--- config.mk ---
export PLATFORM = sky130hd
export DESIGN_NAME = instr_fetch_unit
export DESIGN_NICKNAME = d
export VERILOG_FILES = /design/src/rtl/if_pkg.sv /design/src/rtl/fetch_fifo.sv /design/src/rtl/instr_fetch_unit.sv
export SDC_FILE = /design/constraint.sdc
export NUM_CORES = 1
export LEC_CHECK = 0
export ABC_AREA = 0
export ABC_CLOCK_PERIOD_IN_PS = 2750
export BUFFER_PORTS_ARGS = -buffer_cell sky130_fd_sc_hd__buf_2
export CORE_AREA = 5 5 158 160
export DETAILED_ROUTE_END_ITERATION = 12
export DIE_AREA = 0 0 163 165
export SKIP_CTS_REPAIR_TIMING = 1
export SLEW_MARGIN = 30
export SYNTH_ARGS = -nofsm -noshare
export SYNTH_HDL_FRONTEND = slang
export SYNTH_SLANG_ARGS = --single-unit
--- constraint.sdc ---
create_clock -name clk -period 2.75 [get_ports clk]
set_input_delay 0.275 -clock clk [delete_from_list [all_inputs] [get_ports clk]]
set_output_delay 0.275 -clock clk [all_outputs]
set_load 0.03 [all_outputs]
--- src/rtl/if_pkg.sv ---
// Shared definitions for the instruction fetch unit: reset/step constants
// and the prefetch FIFO entry layout.
// Optional build feature: FETCH_HALT_ON_ZERO_EN (see instr_fetch_unit.sv).
package if_pkg;

  localparam logic [31:0] RESET_PC_DEFAULT = 32'h0000_0000;
  localparam logic [31:0] PC_STEP          = 32'd4;
  localparam logic [31:0] PC_ALIGN_MASK    = 32'hFFFF_FFFC;
  localparam logic [31:0] ZERO_INSTR       = 32'h0000_0000;

  // One buffered fetch: the word, where it came from, and whether that
  // address lies outside the instruction memory.
  typedef struct packed {
    logic [31:0] pc;
    logic [31:0] instr;
    logic        oob;
  } fetch_entry_t;

endpackage

--- src/rtl/fetch_fifo.sv ---
// Small synchronous FIFO of fetch entries with flush. Push into a full FIFO
// is accepted only when a pop happens on the same edge. The head is read
// straight from storage, so nothing pushed at an edge is visible before it.
module fetch_fifo
  import if_pkg::*;
#(
  parameter int unsigned DEPTH = 2
) (
  input  logic         clk,
  input  logic         reset,
  input  logic         push,
  input  logic         pop,
  input  logic         flush,
  input  fetch_entry_t wdata,
  output fetch_entry_t rdata,
  output logic         full,
  output logic         empty
);

  localparam int unsigned PTR_W = $clog2(DEPTH);
  localparam logic [PTR_W:0] DEPTH_C = (PTR_W + 1)'(DEPTH);

  fetch_entry_t     mem [DEPTH];
  logic [PTR_W-1:0] wr_ptr;
  logic [PTR_W-1:0] rd_ptr;
  logic [PTR_W:0]   count;
  logic             push_eff;
  logic             pop_eff;

  assign full     = (count == DEPTH_C);
  assign empty    = (count == '0);
  assign pop_eff  = pop && !empty;
  assign push_eff = push && (!full || pop_eff);
  assign rdata    = mem[rd_ptr];

  // Pointer and occupancy bookkeeping; flush discards everything.
  always_ff @(posedge clk or negedge reset) begin
    // NOTE: sequential state uses non-blocking assignments so every register
    // samples the pre-edge values regardless of statement order.
    if (!reset) begin
      wr_ptr <= '0;
      rd_ptr <= '0;
      count  <= '0;
    end else if (flush) begin
      wr_ptr <= '0;
      rd_ptr <= '0;
      count  <= '0;
    end else begin
      if (push_eff) wr_ptr <= wr_ptr + 1'b1;
      if (pop_eff)  rd_ptr <= rd_ptr + 1'b1;
      case ({push_eff, pop_eff})
        2'b10:   count <= count + 1'b1;
        2'b01:   count <= count - 1'b1;
        default: count <= count;
      endcase
    end
  end

  // Entry storage; written only on an accepted push.
  always_ff @(posedge clk or negedge reset) begin
    // NOTE: storage is reset because the head drives the fetch outputs
    // directly and those must read zero while reset is held.
    if (!reset) begin
      for (int i = 0; i < int'(DEPTH); i++) mem[i] <= '0;
    end else if (push_eff && !flush) begin
      mem[wr_ptr] <= wdata;
    end
  end

endmodule

--- src/rtl/instr_fetch_unit.sv ---
// Instruction fetch unit: owns the fetch PC, reads the combinational
// instruction memory, buffers words in a prefetch FIFO and hands them to
// decode over valid/ready. Execute redirects flush the buffer.
// Build option FETCH_HALT_ON_ZERO_EN: an all-zero word stops fetching
// (sticky until redirect or reset) and adds the fetch_halted output.
module instr_fetch_unit
  import if_pkg::*;
#(
  parameter logic [31:0] RESET_PC   = RESET_PC_DEFAULT,
  parameter int unsigned FIFO_DEPTH = 2,
  parameter int unsigned IMEM_WORDS = 64
) (
  input  logic        clk,
  input  logic        reset,
  output logic [31:0] imem_addr,
  input  logic [31:0] imem_instr,
  output logic        if_valid,
  input  logic        if_ready,
  output logic [31:0] if_instr,
  output logic [31:0] if_pc,
  output logic        if_oob,
  input  logic        redirect_valid,
  input  logic [31:0] redirect_pc,
  output logic [31:0] fetch_count
`ifdef FETCH_HALT_ON_ZERO_EN
  ,
  output logic        fetch_halted
`endif
);

  localparam logic [31:0] RESET_PC_ALIGNED = RESET_PC & PC_ALIGN_MASK;
  localparam logic [31:0] OOB_LIMIT        = 32'(IMEM_WORDS) << 2;

  logic [31:0]  fetch_pc;
  logic         fifo_full;
  logic         fifo_empty;
  logic         do_pop;
  logic         do_push;
  logic         halted;
  fetch_entry_t push_entry;
  fetch_entry_t head;

  assign imem_addr = fetch_pc;
  assign if_valid  = !fifo_empty;
  assign do_pop    = !fifo_empty && if_ready;
  // Redirect wins over fetching; a full FIFO still takes a word when its
  // head leaves on the same edge.
  assign do_push   = !redirect_valid && !halted && (!fifo_full || do_pop);

  assign if_instr  = head.instr;
  assign if_pc     = head.pc;
  assign if_oob    = head.oob;

  // Entry presented to the FIFO; the range flag is frozen at fetch time.
  always_comb begin
    // NOTE: every combinational output gets a value on every path, here by
    // full assignment, so no latch can be inferred.
    push_entry.pc    = fetch_pc;
    push_entry.instr = imem_instr;
    push_entry.oob   = (fetch_pc >= OOB_LIMIT);
  end

  // Fetch PC: redirect target, else advance on each accepted fetch.
  always_ff @(posedge clk or negedge reset) begin
    if (!reset)              fetch_pc <= RESET_PC_ALIGNED;
    else if (redirect_valid) fetch_pc <= redirect_pc & PC_ALIGN_MASK;
    else if (do_push)        fetch_pc <= fetch_pc + PC_STEP;
  end

  // Count instructions accepted by decode, including on a redirect edge.
  always_ff @(posedge clk or negedge reset) begin
    if (!reset)      fetch_count <= '0;
    else if (do_pop) fetch_count <= fetch_count + 32'd1;
  end

`ifdef FETCH_HALT_ON_ZERO_EN
  // Sticky halt once a zero word has been pushed; redirect restarts fetch.
  always_ff @(posedge clk or negedge reset) begin
    if (!reset)                                     halted <= 1'b0;
    else if (redirect_valid)                        halted <= 1'b0;
    else if (do_push && (imem_instr == ZERO_INSTR)) halted <= 1'b1;
  end
  assign fetch_halted = halted;
`else
  assign halted = 1'b0;
`endif

  fetch_fifo #(
    .DEPTH (FIFO_DEPTH)
  ) u_fetch_fifo (
    .clk   (clk),
    .reset (reset),
    .push  (do_push),
    .pop   (do_pop),
    .flush (redirect_valid),
    .wdata (push_entry),
    .rdata (head),
    .full  (fifo_full),
    .empty (fifo_empty)
  );

endmodule

==> qor.csv, run 1 <==
stage;metric;value;unit
cells_and_area;share of layout cells above drive strength 1;0.489;
grt;total congestion overflow;0;
power;Leak;4.68;nW
cells_and_area;fin cells;1225;
cts;CTS clk-pin slew, worst paths;0.07;ns
floorplanning;Starting Density;0.393;
synth;syn avg cell area;12.4;um^2
detailed_routing;Final ANT Viol Nets;0;
hold_path;Hold Startpoint;redirect_pc[4];
worst_setup_path;crit-path cells;ha_1 -> nand4_1 -> or4b_1 -> or4_1 -> a31oi_1;
synth;synthesized cell area;9150;um^2
synth;YS warnings;0;
cts;clock tree buffer depth;2;
run;MaxCap Viol Count;0;
worst_setup_path;Worst Path Required;3.09;ns
synth;Cells after Synth;740;
detailed_routing;drt total wl;21700;um
grt;initial antenna violation count;0;
floorplanning;row cnt;56;
timing;Tmin final;2.45;ns
worst_setup_path;critical path class;reg2reg;
power;VDD IR max;0.422;mV
placement;Placed Cells;1193;
timing;worst slew pin tran;0.665;ns
timing;unrepaired setup endpoints after global routing;false;
cts;CTS tree;built;
synth;Yosys reg bits;192;
worst_setup_path;critical path fanouts, max;8;
grt;number of global-route vias before repair;6473;
cts;later-pin clock latency in the skew report;0.43;ns
worst_setup_path;r2r startpoint;imem_addr[2];
timing;Max Fclk;409;MHz
worst_setup_path;Worst setup EP type;flop;
cells_and_area;Ant. Diodes;0;
timing;Final Max Slew Viols;0;
floorplanning;core area;23300;um^2
hold_path;Worst Hold Class;in2reg;
timing;skew final;0.0114;ns
timing;Relative slew margins;0.553;
worst_setup_path;crit-path max cell delay;0.70;ns
floorplanning;DIE HEIGHT;165;um
worst_setup_path;Arr. time, crit path;2.79;ns
floorplanning;IO Pins;198;
cts;clock root buffer;clkbuf_16;
timing;worst hold slack;0.0647;ns
grt;global-route wire length before repair;34700;um
detailed_routing;wire per inst;17.7;um
floorplanning;die area;26900;um^2
detailed_routing;DR vias/cell;5.11;
cts;CTS H-tree depth;4;
timing;Fin Setup TNS;0;ns
power;Cell Pwr Density;798;nW/um^2
synth;number of synthesized flops with an enable pin;0;
cts;CTS sink count;192;
worst_setup_path;Worst Setup Start Kind;flop;
timing;final hold vios;0;
floorplanning;Die X;163;um
cts;TritonCTS Buffers;17;
synth;Most used DFF post-synth;dfrtp_1;
worst_setup_path;Worst Setup SP;imem_addr[2];
cells_and_area;Nets;965;
placement;PortBufs;191;
placement;GPL Wtd Cong;0.790;
synth;asr flop ratio synth;1.00;
grt;GR Util All Layers;0.162;
detailed_routing;number of DRC markers in iteration 0;374;
detailed_routing;routed via count;6261;
detailed_routing;Remaining DRCs;0;
cells_and_area;P&R area growth vs syn;18.5;%
detailed_routing;DR pass1 iterations;4;
timing;Final Cycle Share;0.890;
synth;Distinct cells, synth;48;
grt;largest net degree at the start of global routing;73;
worst_setup_path;Crit-path slowest cell;or4b_1;
status;status;finished clean;
timing;# setup viols final;0;
synth;sequential fraction of the synthesis area;0.525;
placement;dpl hpwl;15000;um
==> worst paths after layout <==
check / end / slack, ns / cells past startpoint
worst max-delay path: imem_addr[28] / 0.30 / 5
worst min-delay path: imem_addr[4] / 0.06 / 3
worst max register to register: imem_addr[28] / 0.30 / 5
worst min register to register: fetch_count[31] / 0.47 / 1
max in group asynchronous: u_fetch_fifo.rd_ptr / 1.54 / 3
min in group asynchronous: u_fetch_fifo.mem[45] / 0.40 / 2
==> placed cells by master (no fill, tap or decap), types with 3 or more instances in the layout <==
cell type / instances
o41ai_1: 3
dfrtp_1: 191
mux2_2: 187
nand3_1: 23
conb_1: 4
o31ai_1: 9
inv_8: 4
clkinv_4: 5
and3_1: 5
mux2_1: 3
nor2_1: 28
clkbuf_16: 17
or4_1: 11
buf_4: 14
and4_1: 3
xnor2_1: 35
ha_1: 3
buf_2: 190
xor2_1: 9
or2_2: 3
o21ai_0: 16
nand2_1: 38
or3_1: 5
nor4_1: 11
inv_1: 7
nor3_1: 5
a31oi_1: 18
nand4_1: 20
buf_12: 3
==> routing by layer <==
| layer | global-route usage | wire length, um |
|---|---|---|
| met2 | 0.258 | 10200 |
| met3 | 0.0285 | 821 |
| met5 | 0 | 0 |
| met4 | 0.0522 | 348 |
| met1 | 0.226 | 10300 |
==> worst max-delay path, delay by kind of cell (launching register included) <==
family | cells | cell delay, ns
AOI/OAI and AO/OA | 1 | 0.17
DFF | 1 | 0.49
adders and majority gates | 1 | 0.27
and+or+nand+nor | 3 | 1.44
==> flip-flops by register name, indices dropped and copies added, names as in the netlist <==
signal / cells
fetch_count: 32
imem_addr: 30
u_fetch_fifo.count: 2
u_fetch_fifo.mem: 126
u_fetch_fifo.rd_ptr: 1
u_fetch_fifo.wr_ptr: 1
==> power by group <==
part | internal, W | leakage [nW] | switching, W
clock | 0.00128 | 0.282 | 0.00118
combinational | 0.00102 | 2.10 | 0.00140
sequential | 0.00338 | 2.30 | 0.000394
total | 0.00568 | 4.68 | 0.00297
==> final cells by class <==
cell class              count  area [um^2]
flip-flops and latches    192         4810
inverters                   7         26.3
multi-input cells         467         3890
well taps                 319          399
repair buffers            209         1140
clock buffers              17          425
fillers                  2234        12400
clock inverters            14          149
==> synthesized netlist by cell type, types with 2 or more instances <==
| cell | count | area share |
|---|---|---|
| dfrtp_1 | 192 | 0.53 |
| mux2_2 | 187 | 0.23 |
| nand2_1 | 38 | 0.016 |
| buf_4 | 35 | 0.029 |
| xnor2_1 | 35 | 0.034 |
| nor2_1 | 28 | 0.011 |
| nand3_1 | 23 | 0.013 |
| buf_2 | 20 | 0.011 |
| clkbuf_1 | 20 | 0.0082 |
| nand4_1 | 20 | 0.014 |
| a31oi_1 | 18 | 0.012 |
| o21ai_0 | 16 | 0.0088 |
| nor4_1 | 11 | 0.0075 |
| or4_1 | 11 | 0.0090 |
| o31ai_1 | 9 | 0.0074 |
| xor2_1 | 9 | 0.0086 |
| inv_1 | 7 | 0.0029 |
| and3_1 | 6 | 0.0041 |
| nor3_1 | 5 | 0.0027 |
| or3_1 | 5 | 0.0034 |
| and4_1 | 3 | 0.0029 |
| ha_1 | 3 | 0.0041 |
| mux2_1 | 3 | 0.0037 |
| o41ai_1 | 3 | 0.0029 |
| or2_2 | 3 | 0.0021 |
| a21oi_1 | 2 | 0.0011 |
| and2_1 | 2 | 0.0014 |
| clkbuf_2 | 2 | 0.0011 |
| nand4b_1 | 2 | 0.0019 |
| nor4_2 | 2 | 0.0027 |
| o211ai_1 | 2 | 0.0016 |
| or4b_1 | 2 | 0.0022 |
==> logic make-up after synthesis <==
logic type,share of synthesized area
flops,0.525
other cells,0.000410
buf+inv,0.0518
simple gates,0.105
fa+ha+maj,0.00410
compound gates,0.0377
xor+xnor,0.0421
mux,0.234
==> metrics by stage <==
step	setup WS, ns	instance area [um^2]	total power, W	util
after global routing	0.0963	10800	0.00909	0.466
after floorplan	0.655	9160	0.00559	-
after CTS	0.321	10800	0.00877	0.466
final	0.303	10800	0.00865	0.466
after global placement	0.399	10300	0.00622	0.441
after detailed placement	0.345	10300	0.00627	0.441
No activity file was read; power rests on OpenSTA's default activity.
==> run 2, diff against run 1 <==
--- a/config.mk
+++ b/config.mk
@@ -7,7 +7,7 @@
 export LEC_CHECK = 0
 export ABC_AREA = 0
 export ABC_CLOCK_PERIOD_IN_PS = 2750
-export BUFFER_PORTS_ARGS = -buffer_cell sky130_fd_sc_hd__buf_2
+export BUFFER_PORTS_ARGS = -buffer_cell sky130_fd_sc_hd__buf_4
 export CORE_AREA = 5 5 158 160
 export DETAILED_ROUTE_END_ITERATION = 12
 export DIE_AREA = 0 0 163 165
==> qor.csv, run 2 (synthesized netlist as in run 1, its figures left out) <==
stage;metric;value;unit;change
worst_setup_path;Worst Setup Start Kind;flop;;unchanged
detailed_routing;metal1 wirelength;10200;um;was 10,300 um
cts;CTS sink count;192;;unchanged
worst_setup_path;Worst Setup SP;imem_addr[3];;was imem_addr[2]
worst_setup_path;r2r startpoint;imem_addr[3];;was imem_addr[2]
grt;initial antenna violation count;0;;unchanged
detailed_routing;routed wl met2;10700;um;was 10,200 um
timing;Max Fclk;405;MHz;was 409 MHz
worst_setup_path;Worst Path Required;3.09;ns;about the same
cts;CTS tree;built;;unchanged
cells_and_area;P&R area growth vs syn;24.2;%;was 18.5%
timing;Relative slew margins;0.568;;was 0.553
detailed_routing;wire per inst;17.8;um;was 17.7 um
floorplanning;Die X;163;um;unchanged
power;Leak;4.83;nW;was 4.68 nW
timing;Final WS setup;0.282;ns;was 0.303 ns
worst_setup_path;Critical Path Sink;imem_addr[28];;unchanged
detailed_routing;drt total wl;21900;um;was 21,700 um
worst_setup_path;Crit-path slowest cell;or4b_1;;unchanged
timing;unrepaired setup endpoints after global routing;false;;unchanged
detailed_routing;DR vias/cell;5.10;;was 5.11
worst_setup_path;critical path class;reg2reg;;unchanged
run;MaxCap Viol Count;0;;unchanged
placement;dpl hpwl;15400;um;was 15,000 um
cells_and_area;Reg with most FFs;u_fetch_fifo.mem;;unchanged
cells_and_area;final core utilization;0.488;;was 0.466
worst_setup_path;R2R Setup Slk;0.28;ns;was 0.30 ns
floorplanning;Starting Density;0.393;;unchanged
cells_and_area;max reg flops;126;;unchanged
cts;clock tree buffer depth;2;;unchanged
worst_setup_path;reg2reg path depth;5;;unchanged
cts;later-pin clock latency in the skew report;0.42;ns;was 0.43 ns
placement;PortBufs;191;;unchanged
timing;final hold vios;0;;unchanged
cells_and_area;Nets;968;;was 965
timing;Final Max Slew Viols;0;;unchanged
detailed_routing;routed via count;6273;;was 6,261
detailed_routing;met3 wire len;825;um;was 821 um
timing;skew final;0.0126;ns;was 0.0114 ns
floorplanning;die area;26900;um^2;unchanged
worst_setup_path;critical path fanouts, max;8;;unchanged
timing;worst hold slack;0.0609;ns;was 0.0647 ns
placement;dpl ws;0.286;ns;was 0.345 ns
worst_setup_path;crit-path cells;ha_1 -> nand4_1 -> or4b_1 -> or4_1 -> a31oi_1;;unchanged
floorplanning;DIE HEIGHT;165;um;unchanged
cells_and_area;most common cell after layout, fill and taps aside;buf_4;;was dfrtp_1
cells_and_area;Ant. Diodes;0;;unchanged
worst_setup_path;Arr. time, crit path;2.81;ns;was 2.79 ns
grt;total congestion overflow;0;;unchanged
grt;largest net degree at the start of global routing;77;;was 73
timing;# setup viols final;0;;unchanged
power;Design Power;0.00880;W;was 0.00865 W
cells_and_area;commonest cells after routing, fill and taps aside;buf_4, dfrtp_1, mux2_2;;was dfrtp_1, buf_2, mux2_2
grt;global-route wire length before repair;34900;um;was 34,700 um
grt;GR Util All Layers;0.164;;was 0.162
power;Cell Pwr Density;774;nW/um^2;was 798 nW/um^2
floorplanning;row cnt;56;;unchanged
status;status;finished clean;;unchanged
floorplanning;IO Pins;198;;unchanged
cells_and_area;share of layout cells above drive strength 1;0.489;;about the same
detailed_routing;Final ANT Viol Nets;0;;unchanged
timing;Fin Setup TNS;0;ns;unchanged
hold_path;Worst Hold Class;in2reg;;unchanged
timing;Tmin final;2.47;ns;was 2.45 ns
detailed_routing;Remaining DRCs;0;;unchanged
timing;Final Cycle Share;0.898;;was 0.890
hold_path;Hold Startpoint;redirect_pc[4];;unchanged
detailed_routing;uppermost routed layer;met4;;unchanged
detailed_routing;number of DRC markers in iteration 0;256;;was 374
timing;worst slew pin tran;0.643;ns;was 0.665 ns
worst_setup_path;Worst setup EP type;flop;;unchanged
grt;number of global-route vias before repair;6360;;was 6,473
cts;CTS clk-pin slew, worst paths;0.08;ns;was 0.07 ns
placement;GPL Wtd Cong;0.790;;unchanged
cts;CTS H-tree depth;4;;unchanged
worst_setup_path;R2R Path End;imem_addr[28];;unchanged
detailed_routing;DR pass1 iterations;5;;was 4
power;VDD IR max;0.522;mV;was 0.422 mV
cts;clock root buffer;clkbuf_16;;unchanged
floorplanning;core area;23300;um^2;unchanged
cts;TritonCTS Buffers;17;;unchanged
worst_setup_path;crit-path max cell delay;0.69;ns;was 0.70 ns
run 2: stage by stage:
step,area (um^2),std cells
4_1_cts,11400,1228
5_1_grt,11400,1229
2_1_floorplan,9160,743
3_3_place_gp,10800,1194
6_report,11400,1229
3_5_place_dp,10800,1196
run 2: report_power, final:
group | switching (W) | internal (W) | total [W]
Clock | 0.00115 | 0.00120 | 0.00235
Combinational | 0.00140 | 0.00126 | 0.00266
Sequential | 0.000411 | 0.00338 | 0.00379
Total | 0.00297 | 0.00583 | 0.00880
run 2: per-layer routing:
metal	vias up	track usage
li1	2939	-
met1	3187	0.230
met2	135	0.265
met3	12	0.0260
met4	0	0.0446
met5	-	0
run 2: final cells by class:
class / count / area [um^2]
well taps: 319 / 399
clock inverters: 13 / 124
fillers: 2157 / 11900
inverters: 7 / 26.3
clock buffers: 19 / 433
repair buffers: 212 / 1680
multi-input cells: 467 / 3900
flip-flops and latches: 192 / 4810
run 2: critical path: cells and delay by family, from the launching register on:
family	cells	cell delay, ns
flops	1	0.47
compound gates	1	0.18
fa+ha+maj	1	0.28
simple gates	3	1.44
run 2: worst min path at each step:
stage	end	slack [ns]	cells after the start
floorplan	fetch_count[0]	-0.02	0
global placement	u_fetch_fifo.mem[45]	0.36	1
detailed placement	u_fetch_fifo.mem[110]	0.36	1
CTS	u_fetch_fifo.mem[110]	-0.12	1
global route	imem_addr[9]	0.05	3
finish	imem_addr[4]	0.06	3
==> run 3, diff against run 2 <==
--- a/config.mk
+++ b/config.mk
@@ -6,7 +6,7 @@
 export NUM_CORES = 1
 export LEC_CHECK = 0
 export ABC_AREA = 0
-export ABC_CLOCK_PERIOD_IN_PS = 2750
+export ABC_CLOCK_PERIOD_IN_PS = 2800
 export BUFFER_PORTS_ARGS = -buffer_cell sky130_fd_sc_hd__buf_4
 export CORE_AREA = 5 5 158 160
 export DETAILED_ROUTE_END_ITERATION = 12
==> constraint.sdc (replaced) <==
create_clock -name clk -period 2.8 [get_ports clk]
set_input_delay 0.28 -clock clk [delete_from_list [all_inputs] [get_ports clk]]
set_output_delay 0.28 -clock clk [all_outputs]
set_load 0.03 [all_outputs]
==> qor.csv, run 3 (synthesized netlist as in run 1, its figures left out) <==
stage;metric;value;unit;change
status;status;finished clean;;unchanged
cts;CTS clk-pin slew, worst paths;0.07;ns;was 0.08 ns
timing;Tmin final;2.43;ns;was 2.47 ns
power;Cell Pwr Density;765;nW/um^2;was 774 nW/um^2
detailed_routing;Final ANT Viol Nets;0;;unchanged
cts;later-pin clock latency in the skew report;0.42;ns;about the same
cells_and_area;Nets;964;;was 968
grt;GR Util All Layers;0.162;;was 0.164
power;Combinational Power Share;0.300;;was 0.302
cells_and_area;final core utilization;0.486;;was 0.488
cts;clock root buffer;clkbuf_16;;unchanged
floorplanning;Die X;163;um;unchanged
grt;global-route wire length before repair;34600;um;was 34,900 um
timing;final hold vios;0;;unchanged
cells_and_area;Reg with most FFs;u_fetch_fifo.mem;;unchanged
detailed_routing;number of DRC markers in iteration 0;262;;was 256
timing;Final Max Slew Viols;0;;unchanged
timing;Relative slew margins;0.564;;was 0.568
cells_and_area;commonest cells after routing, fill and taps aside;buf_4, dfrtp_1, mux2_2;;unchanged
detailed_routing;DR vias/cell;5.05;;was 5.10
cells_and_area;final-layout fill cell count;2136;;was 2,157
cts;CTS H-tree depth;4;;unchanged
power;Seq pwr share;0.430;;about the same
worst_setup_path;critical path class;reg2reg;;unchanged
placement;PortBufs;191;;unchanged
cells_and_area;max reg flops;126;;unchanged
run;MaxCap Viol Count;0;;unchanged
power;Switching Share;0.339;;was 0.337
detailed_routing;drt total wl;21500;um;was 21,900 um
timing;# setup viols final;0;;unchanged
floorplanning;die area;26900;um^2;unchanged
power;clock power share;0.270;;was 0.267
floorplanning;row cnt;56;;unchanged
power;Leak;4.81;nW;was 4.83 nW
cells_and_area;Ant. Diodes;0;;unchanged
floorplanning;DIE HEIGHT;165;um;unchanged
floorplanning;Starting Density;0.393;;unchanged
grt;initial antenna violation count;0;;unchanged
timing;unrepaired setup endpoints after global routing;false;;unchanged
power;Design Power;0.00865;W;was 0.00880 W
worst_setup_path;R2R Setup Slk;0.37;ns;was 0.28 ns
cts;CTS tree;built;;unchanged
detailed_routing;DR pass1 iterations;4;;was 5
grt;largest net degree at the start of global routing;69;;was 77
placement;GPL Wtd Cong;0.754;;was 0.790
power;internal power component;0.00572;W;was 0.00583 W
worst_setup_path;Arr. time, crit path;2.77;ns;was 2.81 ns
power;VDD IR max;0.501;mV;was 0.522 mV
grt;number of global-route vias before repair;6315;;was 6,360
hold_path;Worst Hold Class;in2reg;;unchanged
timing;Max Fclk;411;MHz;was 405 MHz
floorplanning;core area;23300;um^2;unchanged
worst_setup_path;Worst setup EP type;flop;;unchanged
worst_setup_path;critical path fanouts, max;8;;unchanged
worst_setup_path;Worst Path Required;3.14;ns;was 3.09 ns
floorplanning;IO Pins;198;;unchanged
timing;Final Cycle Share;0.868;;was 0.898
detailed_routing;Remaining DRCs;0;;unchanged
cells_and_area;P&R area growth vs syn;23.6;%;was 24.2%
cts;clock tree buffer depth;2;;unchanged
grt;total congestion overflow;0;;unchanged
timing;worst slew pin tran;0.647;ns;was 0.643 ns
detailed_routing;routed via count;6184;;was 6,273
timing;Fin Setup TNS;0;ns;unchanged
detailed_routing;wire per inst;17.6;um;was 17.8 um
cells_and_area;share of layout cells above drive strength 1;0.488;;was 0.489
cells_and_area;most common cell after layout, fill and taps aside;buf_4;;unchanged
power;NetSw;0.00293;W;was 0.00297 W
cts;CTS sink count;192;;unchanged
placement;dpl hpwl;14900;um;was 15,400 um
worst_setup_path;Worst Setup Start Kind;flop;;unchanged
cts;TritonCTS Buffers;17;;unchanged
timing;skew final;0.0146;ns;was 0.0126 ns
## run 3: power by group through the flow
| stage | registers (W) | clock network [W] | logic, W |
|---|---|---|---|
| final | 0.00372 | 0.00234 | 0.00260 |
| after CTS | 0.00371 | 0.00241 | 0.00264 |
| after detailed placement | 0.00377 | 0 | 0.00264 |
| after floorplan | 0.00368 | 0 | 0.00181 |
| after global placement | 0.00375 | 0 | 0.00261 |
| after global routing | 0.00380 | 0.00251 | 0.00279 |
## run 3: through the flow
stage | hold WS (ns) | cells | area [um^2] | setup WS, ns
floorplan | -0.0156 | 743 | 9160 | 0.705
global placement | 0.315 | 1191 | 10700 | 0.426
detailed placement | 0.309 | 1192 | 10700 | 0.400
CTS | -0.161 | 1224 | 11300 | 0.378
global route | 0.0493 | 1225 | 11300 | 0.208
finish | 0.0710 | 1225 | 11300 | 0.370
## run 3: cell type report
type | count | area, um^2 | share of cell area
Sequential cell | 192 | 4810 | 0.425
Multi-Input combinational cell | 467 | 3900 | 0.345
Timing Repair Buffer | 208 | 1620 | 0.143
Clock buffer | 18 | 429 | 0.0380
Tap cell | 319 | 399 | 0.0353
Clock inverter | 14 | 126 | 0.0112
Inverter | 7 | 26.3 | 0.00232
## run 3: final timing paths
| check | to | cells after the start | startpoint |
|---|---|---|---|
| hold / removal | imem_addr[7] | 3 | redirect_pc[7] |
| setup reg to reg | imem_addr[28] | 5 | imem_addr[3] |
| max in group asynchronous | u_fetch_fifo.rd_ptr | 3 | reset |
| min in group asynchronous | u_fetch_fifo.mem[45] | 2 | reset |
| setup / recovery | imem_addr[28] | 5 | imem_addr[3] |
| hold reg to reg | fetch_count[31] | 1 | fetch_count[31] |
## run 3: critical path: stages, from the launching register on
cell and delay, ns:
dfrtp_1 0.49, ha_1 0.29, nand4_1 0.21, or4b_1 0.68, or4_1 0.51, a31oi_1 0.17
## run 3: layer usage
layer	GRT usage	vias up	part of all wire
met1	0.227	3118	0.48
met4	0.0431	0	0.010
li1	-	2940	-
met3	0.0299	13	0.036
met2	0.258	113	0.48
met5	0	-	0
